`config.mk`:
```
export PLATFORM = sky130hd
export DESIGN_NAME = out_port_bank
export DESIGN_NICKNAME = d
export VERILOG_FILES = /design/src/rtl/out_port_bank.sv
export SDC_FILE = /design/constraint.sdc
export NUM_CORES = 1
export LEC_CHECK = 0
export CAP_MARGIN = 40
export CORE_ASPECT_RATIO = 1.25
export CORE_MARGIN = 5
export CORE_UTILIZATION = 62
export CTS_CLUSTER_DIAMETER = 50
export DETAILED_ROUTE_END_ITERATION = 8
export PLACE_DENSITY = 0.86
export SYNTH_ARGS = -nofsm -noshare
export SYNTH_HDL_FRONTEND = slang
export SYNTH_SLANG_ARGS = --single-unit
export TNS_END_PERCENT = 30
```
`constraint.sdc`:
```
create_clock -name clk -period 7.2 [get_ports clk]
set_input_delay 1.8 -clock clk [delete_from_list [all_inputs] [get_ports clk]]
set_output_delay 1.8 -clock clk [all_outputs]
set_load 0.01 [all_outputs]
```
`src/rtl/out_port_bank.sv`:
```
// -----------------------------------------------------------------------------
// out_port_bank
//   Bank of NUM_PORTS registered output ports, each WIDTH bits wide. Writers
//   post {sel, op, data} requests into a DEPTH-entry queue. One entry is drained
//   per cycle and applied to the selected port's shadow register as one of:
//   load, set bits, clear bits or toggle bits.
//   With ATOMIC=0, the ports follow the shadows directly.
//   With ATOMIC=1, every port is refreshed from its shadow together when the
//   latch input is high.
//
// Ports
//   clk       in   rising-edge clock
//   rst_n     in   asynchronous active-low reset
//   wr_en     in   write request this cycle
//   wr_sel    in   target port index (SEL_W bits)
//   wr_op     in   00 load, 01 set, 10 clear, 11 toggle
//   wr_data   in   operand: a value for load, a bit mask for the other ops
//   wr_ready  out  queue not full (registered)
//   hold      in   stall draining of the queue
//   latch     in   commit all shadows to port_out (ATOMIC=1 only)
//   clr_err   in   clear ovf_err
//   port_out  out  registered ports; port k is at [k*WIDTH +: WIDTH]
//   count     out  queue occupancy
//   ovf_err   out  sticky flag: a write was dropped because the queue was full
// -----------------------------------------------------------------------------
module out_port_bank #(
  parameter int unsigned      WIDTH     = 8,
  parameter int unsigned      NUM_PORTS = 4,
  parameter int unsigned      DEPTH     = 4,
  parameter int unsigned      ATOMIC    = 0,
  parameter logic [WIDTH-1:0] RESET_VAL = {WIDTH{1'b0}},
  localparam int unsigned     SEL_W     = $clog2(NUM_PORTS),
  localparam int unsigned     CNT_W     = $clog2(DEPTH) + 1
) (
  input  logic                       clk,
  input  logic                       rst_n,
  input  logic                       wr_en,
  input  logic [SEL_W-1:0]           wr_sel,
  input  logic [1:0]                 wr_op,
  input  logic [WIDTH-1:0]           wr_data,
  output logic                       wr_ready,
  input  logic                       hold,
  input  logic                       latch,
  input  logic                       clr_err,
  output logic [NUM_PORTS*WIDTH-1:0] port_out,
  output logic [CNT_W-1:0]           count,
  output logic                       ovf_err
);

  localparam int unsigned      PTR_W   = $clog2(DEPTH);
  localparam int unsigned      ENT_W   = SEL_W + 2 + WIDTH;
  localparam logic [CNT_W-1:0] DEPTH_C = CNT_W'(DEPTH);

  localparam logic [1:0] OP_LOAD = 2'b00;
  localparam logic [1:0] OP_SET  = 2'b01;
  localparam logic [1:0] OP_CLR  = 2'b10;
  localparam logic [1:0] OP_TGL  = 2'b11;

  // Read-modify-write of one port value.
  function automatic logic [WIDTH-1:0] apply_op(input logic [WIDTH-1:0] cur,
                                                input logic [1:0]       op,
                                                input logic [WIDTH-1:0] opnd);
    logic [WIDTH-1:0] res;
    case (op)
      OP_LOAD: res = opnd;
      OP_SET:  res = cur | opnd;
      OP_CLR:  res = cur & ~opnd;
      OP_TGL:  res = cur ^ opnd;
      default: res = cur;
    endcase
    return res;
  endfunction

  logic [ENT_W-1:0] fifo_r [DEPTH];
  logic [PTR_W-1:0] wr_ptr_r;
  logic [PTR_W-1:0] rd_ptr_r;
  logic [CNT_W-1:0] count_r;
  logic [CNT_W-1:0] count_nxt_s;
  logic             wr_ready_r;
  logic             ovf_err_r;
  logic             push_s;
  logic             pop_s;
  logic             drop_s;
  logic [ENT_W-1:0] head_s;
  logic [SEL_W-1:0] head_sel_s;
  logic [1:0]       head_op_s;
  logic [WIDTH-1:0] head_data_s;
  logic [WIDTH-1:0] shadow_r     [NUM_PORTS];
  logic [WIDTH-1:0] shadow_nxt_s [NUM_PORTS];
  logic [WIDTH-1:0] out_r        [NUM_PORTS];

  // wr_ready_r is registered, so accept/drop never depends combinationally on
  // wr_en. The pop decision uses the current count only, so an entry pushed
  // into an empty queue is first applied on the following edge.
  assign push_s = wr_en & wr_ready_r;
  assign drop_s = wr_en & ~wr_ready_r;
  assign pop_s  = (count_r != {CNT_W{1'b0}}) & ~hold;

  assign head_s      = fifo_r[rd_ptr_r];
  assign head_sel_s  = head_s[ENT_W-1 -: SEL_W];
  assign head_op_s   = head_s[WIDTH+1 : WIDTH];
  assign head_data_s = head_s[WIDTH-1:0];

  // Next occupancy. A simultaneous push and pop leaves the count unchanged.
  always_comb begin
    count_nxt_s = count_r;
    case ({push_s, pop_s})
      2'b10:   count_nxt_s = count_r + CNT_W'(1);
      2'b01:   count_nxt_s = count_r - CNT_W'(1);
      default: count_nxt_s = count_r;
    endcase
  end

  // Queue storage. No reset is needed because the valid range is tracked by count_r.
  always_ff @(posedge clk) begin
    if (push_s) begin
      fifo_r[wr_ptr_r] <= {wr_sel, wr_op, wr_data};
    end
  end

  // Queue pointers, occupancy, ready flag and sticky overflow flag.
  always_ff @(posedge clk or negedge rst_n) begin
    if (!rst_n) begin
      wr_ptr_r   <= {PTR_W{1'b0}};
      rd_ptr_r   <= {PTR_W{1'b0}};
      count_r    <= {CNT_W{1'b0}};
      wr_ready_r <= 1'b1;
      ovf_err_r  <= 1'b0;
    end else begin
      // DEPTH is a power of two, so the pointers wrap naturally.
      if (push_s) begin
        wr_ptr_r <= wr_ptr_r + PTR_W'(1);
      end
      if (pop_s) begin
        rd_ptr_r <= rd_ptr_r + PTR_W'(1);
      end
      count_r    <= count_nxt_s;
      wr_ready_r <= (count_nxt_s < DEPTH_C);
      // If a write is dropped in the same cycle that clr_err is high, the flag stays set.
      if (drop_s) begin
        ovf_err_r <= 1'b1;
      end else if (clr_err) begin
        ovf_err_r <= 1'b0;
      end
    end
  end

  // Apply the popped entry to its shadow. An out-of-range sel matches no port,
  // so such an entry is consumed without changing anything.
  always_comb begin
    shadow_nxt_s = shadow_r;
    for (int k = 0; k < NUM_PORTS; k++) begin
      if (pop_s && (head_sel_s == SEL_W'(k))) begin
        shadow_nxt_s[k] = apply_op(shadow_r[k], head_op_s, head_data_s);
      end else begin
        shadow_nxt_s[k] = shadow_r[k];
      end
    end
  end

  // Shadow and output registers. In atomic mode, latch captures the pre-pop
  // shadow, so an update popped on the same edge appears at the next latch.
  always_ff @(posedge clk or negedge rst_n) begin
    if (!rst_n) begin
      for (int k = 0; k < NUM_PORTS; k++) begin
        shadow_r[k] <= RESET_VAL;
        out_r[k]    <= RESET_VAL;
      end
    end else begin
      for (int k = 0; k < NUM_PORTS; k++) begin
        shadow_r[k] <= shadow_nxt_s[k];
        if (ATOMIC == 0) begin
          out_r[k] <= shadow_nxt_s[k];
        end else if (latch) begin
          out_r[k] <= shadow_r[k];
        end else begin
          out_r[k] <= out_r[k];
        end
      end
    end
  end

  for (genvar g = 0; g < NUM_PORTS; g++) begin : g_port
    assign port_out[g*WIDTH +: WIDTH] = out_r[g];
  end

  assign wr_ready = wr_ready_r;
  assign count    = count_r;
  assign ovf_err  = ovf_err_r;

endmodule

```
# == After elaboration in Yosys (flattened, before gate mapping) ==
# Memory sizes are Yosys's and may differ from the RTL's.
# Cells that the tools add are included.
# totals
reg_bits,41
latchBits,0
ram_bits,48
mem_bits_ro,0
in_bits,18
out_inout_bits,37
wordCells,58
mem_count,1
# op_classes
add_sub_neg,4
mul,0
div,0
order_cmp,1
eq_ne,8
shift,0
muxes,9
bitwise_logic,18
n_reduce_logical,8
# memory_table
memory,words,width,rd,rd_ports_with_merged_regs,wr,line,source
fifo_r,4,12,1,0,1,74,logic [ENT_W-1:0] fifo_r [DEPTH];
# ops
operator,count
8-bit case mux with 4 select lines,4
8-bit bitwise AND,4
8-bit bitwise OR,4
8-bit XOR,4
"2-bit == test, second input constant",5
8-bit NOT,1
"2-bit by 1-bit == test with 1-bit output, second input constant",3
3-bit case mux with 2 select lines,1
"2-bit by 1-bit adder with 2-bit output, second input constant",2
1-bit logical AND,4
2-bit zero test,2
1-bit 2-to-1 mux,4
"3-bit by 1-bit adder with 3-bit output, second input constant",1
1-bit bitwise AND,3
"3-bit < comparator, second input constant",1
3-bit nonzero test,1
"3-bit by 1-bit subtractor with 3-bit output, second input constant",1
1-bit NOT,2
2-bit nonzero test,1

# == Logic depth before layout (Yosys ltp) ==
# depth
ltp_word,5
depth_mapped,9
depth_no_buf,8

# == Least setup slack after synthesis ==
# Ideal clock, no wire load.
# synth_path
kind,in2reg
from,in wr_en
to,"reg wr_ready_r, in the netlist wr_ready"
setup_time_ps,79
arrival_ps,2946
required_ps,7121
setup_slack_ps,4175
cell_stages,7
n_path_buf,0
cell_sequence,nand2_1 -> ha_1 -> fa_1 -> xnor2_1 -> nor2_1 -> xor2_1 -> inv_1
# synth_between
elab_chain_len,4
word_cells_on_any_way,5
classes_between,order compare (1); eq/ne (2); mux (1); bitwise (1)
# synth_rtl
element,line,source
start: declaration,37,"input logic wr_en,"
1-bit bitwise AND *,95,assign push_s = wr_en & wr_ready_r;
2-bit by 1-bit == test with 1-bit output / 2-bit == test (equally long branches),107,"case ({push_s, pop_s})"
3-bit case mux with 2 select lines *,107,
3-bit < comparator *,138,wr_ready_r <= (count_nxt_s < DEPTH_C);
end signal: assignment,138,
end: declaration,79,logic wr_ready_r;
# Every way passes the cells marked *; elsewhere a longest branch is shown, timed or not.
# A chain may end at the register's enable or synchronous reset.

# == Worst setup path after layout ==
# layout_path
from,in hold
to,"reg wr_ready_r, in the netlist wr_ready"
# layout_between
elab_chain_len,5
word_cells_on_any_way,6
classes_between,order compare (1); eq/ne (2); mux (1); bitwise (2)
# layout_rtl
element,line,source
start: declaration,42,"input logic hold,"
1-bit NOT *,97,assign pop_s = (count_r != {CNT_W{1'b0}}) & ~hold;
1-bit bitwise AND *,97,
named net pop_s,82,logic pop_s;
2-bit by 1-bit == test with 1-bit output / 2-bit == test (equally long branches),107,
3-bit case mux with 2 select lines *,107,
3-bit < comparator *,138,
# The timed path passes the listed nets; every way through them passes the cells marked *.

==> flow_summary.json <==
{
  "core-area_um2": 8610,
  "port_buffers": 53,
  "synth_top_family_by_area": "multiplexers",
  "dieHeight_um": 115,
  "worst_slew_margin_rel_pct": 39.0,
  "post_cts_hold_buffer_count": 0,
  "drt-vias-per-instance": 5.44,
  "post_synthesis_compound_gate_area_fraction_pct": 7.73,
  "report.final.setup_viol": 0,
  "clkLatencyLatePin_ns": 0.36,
  "floorplan.die.width_um": 93.8,
  "worst_r2r_startpoint": "rd_ptr_r[0]$_DFFE_PN0P_",
  "post-place-cells": 622,
  "postCtsResizedCells": 0,
  "overflow": 0,
  "routabilityCongestion": 0.687,
  "post_cts.repair.setup_buffers": 0,
  "regToRegEndpoint": "port_out[16]$_DFFE_PN0P_",
  "cts_made_buffers": 9,
  "ir_drop_v": 0.000373,
  "critical_path.most_common_cell": "sky130_fd_sc_hd__nor2_1",
  "grt_use_total_pct": 20.2,
  "drt-wirelength-per-cell_um": 15.7,
  "minimum_setup_slack_among_reg_to_reg_paths_ns": 4.23,
  "period_needed_ns": 3.46,
  "route.vias.total": 3476,
  "io_pins": 55,
  "clkSlewWorstSetupHoldPaths_ns": 0.09,
  "totalNegativeSetupSlack_ns": 0,
  "ys.warnings.count": 0,
  "route.detailed.drc": 0,
  "maxClockFrequency_ghz": 0.289,
  "cts.root.buffer_cell": "sky130_fd_sc_hd__clkbuf_8",
  "clk_path_buf_depth": 2,
  "grt_max_degree": 44,
  "antenna_left": 0,
  "critical_path.startpoint_type": "primary input",
  "cpPeakStageDelay_ns": 0.65,
  "postSynthNetCount": 556,
  "timing_worst_slew_pin_value_ns": 0.911,
  "number_of_h_tree_levels": 3,
  "global_route_wire_length_before_repair_mm": 17.1,
  "path_cells": "clkdlybuf4s50_1 -> nor2_1 -> ha_1 -> fa_1 -> xnor2_1 -> nor2_1 -> xor2_1 -> inv_1",
  "worstPathMaxFanout": 5,
  "synthesis.area_per_instance_um2": 11.6,
  "start_util_pct": 63.2,
  "end_point_of_the_critical_path": "wr_ready$_DFF_PN1_",
  "synth-seq-area-share_pct": 45.4,
  "outcome": "finished, final reports clean",
  "n_fill_cell": 603,
  "placementRows": 38,
  "drv.max_cap_violation_count": 0,
  "drive_gt1_share_pct": 13.3,
  "final-instance-count-excl-fill": 639,
  "powerDensity_nw_per_um2": 463,
  "clock-skew-final_ns": 0.0166,
  "detailedPlacementHpwl_mm": 7.17,
  "grt_pass1_vias": 3580,
  "finalMaxSlewViolations": 0,
  "grt_setup_unrepaired": "false",
  "asyncSetResetFlopFracSynth_pct": 46.1,
  "timing.critical_path.arrival_ns": 3.75,
  "flow.area_growth_from_synthesis_pct": 14.5,
  "crit_slowest_cell": "sky130_fd_sc_hd__clkdlybuf4s50_1",
  "synthCells": 468,
  "final_period_utilization_pct": 48.1,
  "worstSetupStartpoint": "hold",
  "post_synth_num_cell_types": 31,
  "drt_iter0_drc": 131,
  "cp.buffers_inverters": 2,
  "netlist.area_leader.share_pct": 26.5,
  "synthDominantAreaCellType": "sky130_fd_sc_hd__edfxtp_1",
  "clock-sinks": 89,
  "synthSimpleGateAreaFrac_pct": 5.54,
  "finalHoldViolations": 0,
  "number_of_flops_mapped_to_enable_cells_by_yosys": 48,
  "ys_ff_latch": 89,
  "fin_nets": 602,
  "drt_first_pass_iters": 4,
  "synthesis.area_um2": 5440,
  "endpoint_kind": "flop",
  "cp_num_cells": 8,
  "worst-r2r-cell-count": 5,
  "critPathKind": "in -> reg",
  "leakage_nw": 2.81,
  "min-delay-path-class": "reg -> reg",
  "critPathRequiredTime_ns": 7.49,
  "detailed_route_wire_length_mm": 10.0,
  "cp_top_family": "buffers and inverters",
  "synth_adder_area_share_pct": 16.2,
  "synth_xor_xnor_area_share_pct": 0.966,
  "antenna_diode_count": 0,
  "die_area_um2": 10800,
  "antenna_found_initial": 0,
  "synth_mux_area_share_pct": 16.8,
  "synth_flop_cell": "sky130_fd_sc_hd__edfxtp_1",
  "synth_area_leaders": "sky130_fd_sc_hd__edfxtp_1 27%, sky130_fd_sc_hd__dfrtp_1 18%, sky130_fd_sc_hd__ha_1 16%",
  "tritoncts_clock_tree": "yes"
}
==> synth_stat cells (3+ instances only) <==
library cell,number
sky130_fd_sc_hd__mux2_2,17
sky130_fd_sc_hd__o21ai_1,5
sky130_fd_sc_hd__a21oi_1,18
sky130_fd_sc_hd__nor2_1,17
sky130_fd_sc_hd__clkbuf_1,6
sky130_fd_sc_hd__and3_1,4
sky130_fd_sc_hd__buf_2,11
sky130_fd_sc_hd__o21ai_2,3
sky130_fd_sc_hd__edfxtp_1,48
sky130_fd_sc_hd__a31o_2,15
sky130_fd_sc_hd__xnor2_1,4
sky130_fd_sc_hd__mux4_2,12
sky130_fd_sc_hd__mux2i_1,45
sky130_fd_sc_hd__ha_1,69
sky130_fd_sc_hd__dfrtp_1,40
sky130_fd_sc_hd__inv_1,75
sky130_fd_sc_hd__nand2_1,36
sky130_fd_sc_hd__o21ai_0,24
==> state kept, by name (all words and copies together) (netlist names), named ones only <==
| name | count |
|---|---|
| fifo_r | 48 |
| port_out | 32 |
| count | 2 |
| rd_ptr_r | 2 |
| wr_ptr_r | 2 |
| ovf_err | 1 |
| wr_ready | 1 |
==> report_power, final <==
group | internal (mW) | switching [mW]
Sequential | 0.699 | 0.157
Clock | 0.127 | 0.179
Combinational | 0.849 | 0.872
==> cell type report <==
type	instances	area (um^2)	share of cell area [%]
Multi-Input combinational cell	282	2570	41.3
Clock buffer	12	135	2.17
Inverter	75	282	4.52
Tap cell	120	150	2.41
Clock inverter	4	30.0	0.482
Timing Repair Buffer	57	591	9.48
Sequential cell	89	2470	39.6
==> kinds of logic after synthesis <==
| family | count (synthesis) |
|---|---|
| mux | 74 |
| compound gates | 69 |
| simple gates | 63 |
| xor+xnor | 6 |
| flops | 89 |
| fa+ha+maj | 70 |
| buf+inv | 97 |
==> through the flow <==
stage | worst slack, ns | utilization (%) | hold slack (ns) | cell area (um^2) | total power [mW]
global placement | 3.39 | 69.7 | 0.505 | 6000 | 2.42
finish | 3.74 | 72.4 | 0.520 | 6230 | 2.88
floorplan | 4.18 | - | 0.498 | 5440 | 2.09
global route | 3.62 | 72.4 | 0.536 | 6230 | 3.16
CTS | 3.69 | 72.3 | 0.523 | 6220 | 2.91
detailed placement | 3.33 | 70.4 | 0.509 | 6060 | 2.60
==> worst min path at each step <==
| stage | from | to | cells past startpoint |
|---|---|---|---|
| floorplan | wr_ptr_r[0]$_DFFE_PN0P_ | wr_ptr_r[0]$_DFFE_PN0P_ | 1 |
| global placement | flop | flop | 1 |
| detailed placement | flop | flop | 1 |
| CTS | flop | flop | 1 |
| global route | flop | flop | 1 |
| finish | flop | flop | 1 |
==> cells in the final DEF, fill, tap and decap left out, drive strengths merged <==
cell type and n:
mux4 12, nand4bb 1, and3 4, nor3 1
nor4b 2, buf 5, nor2 17, a21o 2
dfrtp 40, mux2i 45, xor2 2, o22ai 2
or4 1, clkdlybuf4s50 52, mux2 17, ha 69
clkbuf 12, dfstp 1, xnor2 4, edfxtp 48
o21ai 32, a31o 15, nand2 36, a21oi 18
clkinvlp 1, or2 1, fa 1, inv 75
clkinv 3
==> metal layers <==
layer / up-vias / track usage, % / wire length, um
met2: 57 / 35.7 / 5190
met3: 8 / 4.01 / 351
met4: 0 / 6.07 / 110
met5: - / 0 / 0
met1: 1714 / 25.0 / 4390
li1: 1697 / - / -
Note: power is estimated with default switching activity, not from simulation.
